## config.mk

```make
export PLATFORM = sky130hd
export DESIGN_NAME = vote_sequencer
export DESIGN_NICKNAME = d
export VERILOG_FILES = /design/src/rtl/vote_sequencer.sv
export SDC_FILE = /design/constraint.sdc
export NUM_CORES = 1
export LEC_CHECK = 0
export CAP_MARGIN = 20
export CORE_UTILIZATION = 45
export DETAILED_ROUTE_END_ITERATION = 12
export PLACE_DENSITY_LB_ADDON = 0.05
export SLEW_MARGIN = 15
export SYNTH_ARGS = -nofsm -noshare
export SYNTH_HDL_FRONTEND = slang
export SYNTH_SLANG_ARGS = --single-unit
```

## constraint.sdc

```tcl
create_clock -name clk -period 1.76 [get_ports clk]
set_input_delay 0.44 -clock clk [delete_from_list [all_inputs] [get_ports clk]]
set_output_delay 0.44 -clock clk [all_outputs]
set_load 0.03 [all_outputs]
```

## src/rtl/vote_sequencer.sv

```systemverilog
// vote_sequencer: collects one vote from each of three voters per round and reports majority, unanimity and the lone dissenter.
// Optional COLLECT watchdog compiled in with `define VOTE_SEQUENCER_TIMEOUT_EN.
module vote_sequencer #(
    parameter int TIMEOUT_CYCLES = 16
) (
    input  logic       clk,
    input  logic       rst_n,
    input  logic       start,
    input  logic [2:0] vote_valid,
    input  logic [2:0] vote_bit,
    output logic       busy,
    output logic       result,
    output logic       result_valid,
    output logic       unanimous,
    output logic [1:0] dissent_id,
    output logic       timeout
);
    typedef enum logic [1:0] {IDLE, COLLECT, DONE} state_t;

    state_t     state_q, state_d;
    logic [2:0] mask_q, mask_d, votes_q, votes_d;
    logic       result_q, result_d, unan_q, unan_d, timeout_q, timeout_d;
    logic [1:0] dissent_q, dissent_d;
    logic [2:0] new_mask, new_votes;
    logic       full, expire, maj, same;

    if (TIMEOUT_CYCLES < 2 || TIMEOUT_CYCLES > 255) begin : g_bad_timeout
        $error("TIMEOUT_CYCLES must be in 2..255");
    end

`ifdef VOTE_SEQUENCER_TIMEOUT_EN
    logic [7:0] cnt_q, cnt_d;

    // watchdog counts COLLECT cycles; zero in every other state so it restarts on entry
    always_ff @(posedge clk or negedge rst_n)
        if (!rst_n) cnt_q <= '0;
        else        cnt_q <= cnt_d;

    assign cnt_d  = (state_q == COLLECT) ? cnt_q + 8'd1 : 8'd0;
    assign expire = (cnt_q == 8'(TIMEOUT_CYCLES - 1)) && !full;
`else
    assign expire = 1'b0;
`endif

    // votes already captured take priority; missing votes stay 0 when the round times out
    assign new_mask  = mask_q | vote_valid;
    assign new_votes = votes_q | (vote_valid & ~mask_q & vote_bit);
    assign full      = &new_mask;
    assign maj       = (new_votes[0] & new_votes[1]) | (new_votes[1] & new_votes[2]) | (new_votes[0] & new_votes[2]);
    assign same      = (new_votes == 3'b000) || (new_votes == 3'b111);

    // state, capture and result registers
    always_ff @(posedge clk or negedge rst_n)
        if (!rst_n) begin
            state_q   <= IDLE;
            mask_q    <= '0;
            votes_q   <= '0;
            result_q  <= 1'b0;
            unan_q    <= 1'b0;
            dissent_q <= '0;
            timeout_q <= 1'b0;
        end else begin
            state_q   <= state_d;
            mask_q    <= mask_d;
            votes_q   <= votes_d;
            result_q  <= result_d;
            unan_q    <= unan_d;
            dissent_q <= dissent_d;
            timeout_q <= timeout_d;
        end

    // next state: start opens a round, captures accumulate in COLLECT, results latch on the closing edge
    always_comb begin
        state_d   = state_q;
        mask_d    = mask_q;
        votes_d   = votes_q;
        result_d  = result_q;
        unan_d    = unan_q;
        dissent_d = dissent_q;
        timeout_d = timeout_q;
        case (state_q)
            IDLE: if (start) begin
                state_d   = COLLECT;
                mask_d    = '0;
                votes_d   = '0;
                result_d  = 1'b0;
                unan_d    = 1'b0;
                dissent_d = '0;
                timeout_d = 1'b0;
            end
            COLLECT: begin
                mask_d  = new_mask;
                votes_d = new_votes;
                if (full || expire) begin
                    state_d   = DONE;
                    result_d  = maj;
                    unan_d    = same;
                    dissent_d = same ? 2'd0 : (new_votes[0] != maj) ? 2'd1 : (new_votes[1] != maj) ? 2'd2 : 2'd3;
                    timeout_d = expire;
                end
            end
            DONE:    state_d = IDLE;
            default: state_d = IDLE;
        endcase
    end

    assign busy         = state_q != IDLE;
    assign result_valid = state_q == DONE;
    assign result       = result_q;
    assign unanimous    = unan_q;
    assign dissent_id   = dissent_q;
    assign timeout      = timeout_q;
endmodule
```

==> results of run 1 <==
tightest hold or removal path, stage by stage (launching register included):
cell	delay (ps)
dfrtp_1	350
nand2_1	50
o21ai_0	60
cells in the final DEF, fill, tap and decap left out, drive strengths merged:
cell	synthesis	routed
nand2	7	7
nor2	6	6
o211ai	1	1
dlymetal6s2s	0	2
dfrtp	12	12
a21oi	8	8
or2	2	2
xnor2	2	2
conb	1	1
maj3	1	1
a31oi	3	3
clkbuf	0	5
o22ai	1	1
buf	2	7
or4b	1	1
clkdlybuf4s50	0	10
dlygate4sd2	0	1
nand2b	2	2
nand4	1	1
o21ai	3	3
mux2i	3	3
inv	4	4
nor3	1	1
power by group through the flow:
| stage | Combinational, W | Clock [W] | Sequential (W) |
|---|---|---|---|
| floorplan | 0.000476 | 0 | 0.000513 |
| global placement | 0.000790 | 0 | 0.000471 |
| detailed placement | 0.000802 | 0 | 0.000476 |
| CTS | 0.000796 | 0.000222 | 0.000469 |
| global route | 0.000852 | 0.000239 | 0.000486 |
| finish | 0.000783 | 0.000221 | 0.000467 |
state kept, by name, indices dropped and copies added, names as in the netlist:
name        cells
dissent_id      2
unanimous       1
state_q         2
mask_q          3
result          1
votes_q         3
layer usage:
metal  track usage [%]  up-vias
li1                  -      256
met1             27.86      230
met2             33.47       15
met3             5.233        0
met4             5.172        0
met5                 0        -
path summary, 6_finish.rpt:
check,cells past startpoint,from,to,slack (ps)
max in group asynchronous,1,rst_n,dissent_id[1]$_DFFE_PN0P_,880
min reg2reg,2,votes_q[1]$_DFFE_PN0P_,votes_q[1]$_DFFE_PN0P_,490
max reg2reg,5,state_q[0]$_DFFE_PN0P_,unanimous$_DFFE_PN0P_,330
min,2,votes_q[1]$_DFFE_PN0P_,votes_q[1]$_DFFE_PN0P_,490
min in group asynchronous,1,rst_n,state_q[0]$_DFFE_PN0P_,520
max,1,dissent_id[1]$_DFFE_PN0P_,dissent_id[1],40
final cells by class:
type / instances / area, um2 / area share, %
clock buffers: 4 / 36.28 / 4.407
well taps: 14 / 17.52 / 2.128
inverters: 4 / 15.01 / 1.824
repair buffers: 21 / 191.4 / 23.25
multi-input cells: 43 / 262.8 / 31.91
flip-flops and latches: 12 / 300.3 / 36.47
through the flow:
stage	util, %	total power, W	TNS (ps)	std cells	setup slack (ps)
2_1_floorplan	-	0.0009889	0	61	313.4
3_3_place_gp	67.31	0.001261	-97.26	94	-67.26
3_5_place_dp	67.31	0.001278	-111.5	94	-99.59
4_1_cts	70.30	0.001487	0	98	2.530
5_1_grt	70.30	0.001577	0	98	2.524
6_report	70.30	0.001471	0	98	41.38
logic make-up (layout without fill, tap and decap cells):
logic type,Yosys count,after routing
flip-flops,12,12
AO/OA/AOI/OAI,16,16
other,1,1
AND/OR/NAND/NOR,20,20
multiplexers,3,3
XOR/XNOR,2,2
buffers and inverters,6,29
adder cells (fa/ha/maj),1,1
==> impl_metrics.toml, run 1 <==
[final_layout]
final_cell_area_um2 = 823.3
diodes = 0
fill_cells = 91
drive_gt1_share_pct = 19.05
syn_to_final_growth_pct = 37.95
fin_nets = 94

[synth]
syn_area_um2 = 596.8
synth_xor_area_share_pct = 2.935
synth_fa_ha_area_share_pct = 1.677
yosysSeqAreaShare_pct = 50.31
syn-num-nets = 70
synth_edf_count = 0
synth_area_per_cell_um2 = 9.784
synth.most_common_cell = "dfrtp_1"
ys_types = 21
async_flop_share_pct = 100.0
yosys-top-cells-count = "dfrtp_1 (12), a21oi_1 (8), nand2_1 (7)"
synth_area_leaders = "dfrtp_1 (50%), a21oi_1 (6.7%), mux2i_1 (5.0%)"
synthSimpleGateAreaFrac_pct = 19.08
ys_warn_count = 0
synth_compound_area_share_pct = 14.68
netlist_instances = 61
synth_top_cell_by_area = "dfrtp_1"
ys.flop_type = "dfrtp_1"
synth_top_family_by_area = "simple AND/OR/NAND/NOR gates"
muxShareOfSynthArea_pct = 5.031
synth_top_area_share_pct = 50.31
ys_seq_elements = 12

[pwr]
leakagePower_nw = 0.3949
power.share.clock_pct = 15.0
p_seq_share_pct = 31.8
netSwitchingPower_w = 0.0005996
internal_power_w = 0.0008715
swShare_pct = 40.76
ir_worst_vdd_mv = 1.148
comb_power_share_pct = 53.2
power_per_cell_area_nw_per_um2 = 1787

[clock_tree]
cts_tree = "yes"
post-cts-setup-buffers = 0
cts_max_level = 1
cts_root_buf = "clkbuf_4"
clock_sinks = 12
clk_latency_ps = 270
cts_buffers = 3
clockBufferDepth = 2
clkTransAtPathRegs_ps = 80
cts_hold_buf = 0
post_cts_resized = 3

[sta]
finalClockSkew_ps = 5.273
fmax_ghz = 0.5819
slew_violations = 0
period_needed_ps = 1719
hold_viol = 0
finalSetupViolations = 0
period_share_pct = 97.65
holdWs_ps = 490.0
worstMarginPinSlew_ps = 543.5
slew_headroom_pct = 63.65
rsz0062_at_grt = "no"

[drt]
drc = 0
wl_per_cell_um = 12.48
wl_met3_um = 59
drt-total-wl_um = 1223
antenna_left = 0
routed_via_density = 5.112
drtPass1Iterations = 4
m1WireLength_um = 599
top_layer = "met3"
routed-via-count = 501
drtIter0Drc = 4
wl_met2_um = 564

[worst_hold_path]
hold_path_class = "flop to flop"

[floorplanning]
placementRows = 12
initial_utilization_pct = 50.96
dieArea_um2 = 1476
dieWidth_um = 38.42
fp.dieH_um = 38.42
io_pins = 16
core_region_area_um2 = 1171

[job]
cap_violations = 0

[critical_path]
crit_required_ps = 1320
worstPathMaxFanout = 2
cp_cell_sequence = "clkdlybuf4s50_1"
path_delay_family = "buffers and inverters"
critPathBufInv = 1
start_kind = "flop"
critPathMaxStageDelay_ps = 660
path_class = "flop to primary output"
end_kind = "primary output"
worstPathArrival_ps = 1280
critPathSlowestCell = "clkdlybuf4s50_1"

[placement]
place_hpwl_um = 937.5
io_buffer_count = 14
gp_congestion = 0.7461
dpl_cell_area_um2 = 788.3

[status]
status = "finished, final reports clean"

[global_route]
grt_pass1_wl_um = 2014
antenna_found_initial = 0
grt_usage_pct = 20.72
grt_pass1_vias = 466
grt.overflow.total = 0
grt_max_degree = 13
(Power assumes the default switching activity.)
==> inputs of run 2 (changes only) <==
Settings changed: CAP_MARGIN 20 to 10, PLACE_DENSITY from default to 0.75, PLACE_DENSITY_LB_ADDON 0.05 to default.
==> run 2 against run 1 <==
Die area unchanged. Fmax decreased by 0.27%. Sequential share of layout area decreased by 1.1 points.
==> impl_metrics.toml, run 2 (synthesis results as in run 1) <==
[status]
status = "finished, final reports clean"

[critical_path]
r2r_start = "state_q[0]$_DFFE_PN0P_"
worstPathArrival_ps = 1280
cp_cell_sequence = "clkdlybuf4s50_1"
critPathMaxStageDelay_ps = 670
path_delay_family = "buffers and inverters"
critPathBufInv = 1
start_kind = "flop"
path_class = "flop to primary output"
crit_required_ps = 1320
critPathSlowestCell = "clkdlybuf4s50_1"
reg2reg_to = "unanimous$_DFFE_PN0P_"
end_kind = "primary output"
reg2reg_slack_ps = 360
reg2reg_depth = 5
worstPathMaxFanout = 2

[placement]
gp_congestion = 0.8424
io_buffer_count = 14
dpl_cell_area_um2 = 810.8
dp.cells = 97

[final_layout]
drive_gt1_share_pct = 21.84
fin_nets = 97
diodes = 0
fill_cells = 87
syn_to_final_growth_pct = 42.14
mostFrequentLayoutCell = "dfrtp_1"
final_cell_mix = "dfrtp_1 (12), buf_4 (10), clkdlybuf4s50_1 (9), a21oi_1 (8), nand2_1 (7)"
fin_util_pct = 72.44
reg.largest.list = "mask_q (3), votes_q (3)"
register_area_um2 = 300.3
multiInputGateArea_um2 = 262.8
final_cell_area_um2 = 848.3
finalNonFillerCells = 101

[drt]
routed_via_density = 5.000
routed-via-count = 505
drtIter0Drc = 5
antenna_left = 0
drtPass1Iterations = 4
wl_per_cell_um = 12.69
drc = 0
drt-total-wl_um = 1282

[sta]
worstMarginPinSlew_ps = 532.0
period_share_pct = 97.91
finalSetupViolations = 0
holdWs_ps = 483.1
finalClockSkew_ps = 3.515
period_needed_ps = 1723
slew_headroom_pct = 64.42
fmax_ghz = 0.5803
rsz0062_at_grt = "no"
slew_violations = 0
hold_viol = 0

[global_route]
grt_max_degree = 13
antenna_found_initial = 0
grt_pass1_vias = 472
grt_usage_pct = 22.95
grt.overflow.total = 0
grt_pass1_wl_um = 2208

[floorplanning]
fp.dieH_um = 38.42
dieArea_um2 = 1476
io_pins = 16
core_region_area_um2 = 1171
placementRows = 12
dieWidth_um = 38.42
initial_utilization_pct = 50.96

[pwr]
power_w = 0.001514
power_per_cell_area_nw_per_um2 = 1785
swShare_pct = 40.07
netSwitchingPower_w = 0.0006067
internal_power_w = 0.0009074
p_seq_share_pct = 31.3
power.share.clock_pct = 14.6
comb_power_share_pct = 54.1
leakagePower_nw = 0.4247
ir_worst_vdd_mv = 1.232

[clock_tree]
post-cts-setup-buffers = 0
cts_tree = "yes"
clkTransAtPathRegs_ps = 80
cts_root_buf = "clkbuf_4"
cts_max_level = 1
cts_hold_buf = 0
clk_latency_ps = 270
cts_buffers = 3
clockBufferDepth = 2
clock_sinks = 12

[job]
cap_violations = 0

[worst_hold_path]
min_to = "votes_q[1]$_DFFE_PN0P_"
min_from = "votes_q[1]$_DFFE_PN0P_"
hold_path_class = "flop to flop"
min_path_cells = 2
==> run 2: changes by cell type in the layout (fill, tap and decap cells not counted), sizes merged <==
cell           change
clkdlybuf4s50      -1
buf                +3
dlymetal6s2s       +1
==> run 2: metal layers <==
| layer | up-vias | wire length, um | global-route usage [%] |
|---|---|---|---|
| met3 | 2 | 57 | 5.233 |
| li1 | 260 | - | - |
| met5 | - | 0 | 0 |
| met4 | 0 | 14 | 12.93 |
| met1 | 230 | 640 | 30.15 |
| met2 | 13 | 570 | 34.75 |
==> run 2: cell type report <==
type                            count  share of cell area, %
Sequential cell                    12                  35.40
Tap cell                           14                  2.065
Inverter                            4                  1.770
Multi-Input combinational cell     43                  30.97
Timing Repair Buffer               24                  25.52
Clock buffer                        4                  4.277
==> run 2: worst min-delay path, delay by kind of cell (launching register included) <==
kind	cells	cell delay, ps
and+or+nand+nor	1	50
DFF	1	350
AOI/OAI and AO/OA	1	60
==> run 2: worst max-delay path by stage <==
stage / from / endpoint / depth (start not counted)
after floorplan: state_q[1]$_DFFE_PN0P_ / unanimous$_DFFE_PN0P_ / 4
after global placement: vote_valid[0] / dissent_id[0]$_DFFE_PN0P_ / 6
after detailed placement: vote_valid[0] / unanimous$_DFFE_PN0P_ / 5
after CTS: state_q[1]$_DFFE_PN0P_ / busy / 2
after global routing: dissent_id[1]$_DFFE_PN0P_ / dissent_id[1] / 1
final: dissent_id[1]$_DFFE_PN0P_ / dissent_id[1] / 1
==> run 2: stage by stage <==
| step | worst slack, ps | setup TNS [ps] |
|---|---|---|
| global placement | -60.97 | -177.7 |
| global route | 3.948 | 0 |
| detailed placement | -85.34 | -190.2 |
| finish | 36.80 | 0 |
| floorplan | 313.4 | 0 |
| CTS | 0.8957 | 0 |
==> run 2: power groups by stage <==
stage	Sequential [W]	Combinational, W	Clock, W
2_1_floorplan	0.000513	0.000476	0
3_3_place_gp	0.000472	0.000831	0
3_5_place_dp	0.000476	0.000840	0
4_1_cts	0.000474	0.000836	0.000223
5_1_grt	0.000488	0.000911	0.000234
6_report	0.000473	0.000820	0.000221
==> run 2: repair_timing <==
item / in CTS / in global routing
endpoints found under the setup margin: 2 / 4
gates resized for setup: 3 / 4
cloned: 0 / 0
pin swaps: 0 / 0
==> inputs of run 3 (changes only) <==
Settings changed: SLEW_MARGIN 15 to default.
==> results of run 3 <==
The final DEF is identical to that of run 2; final timing and power are the same.
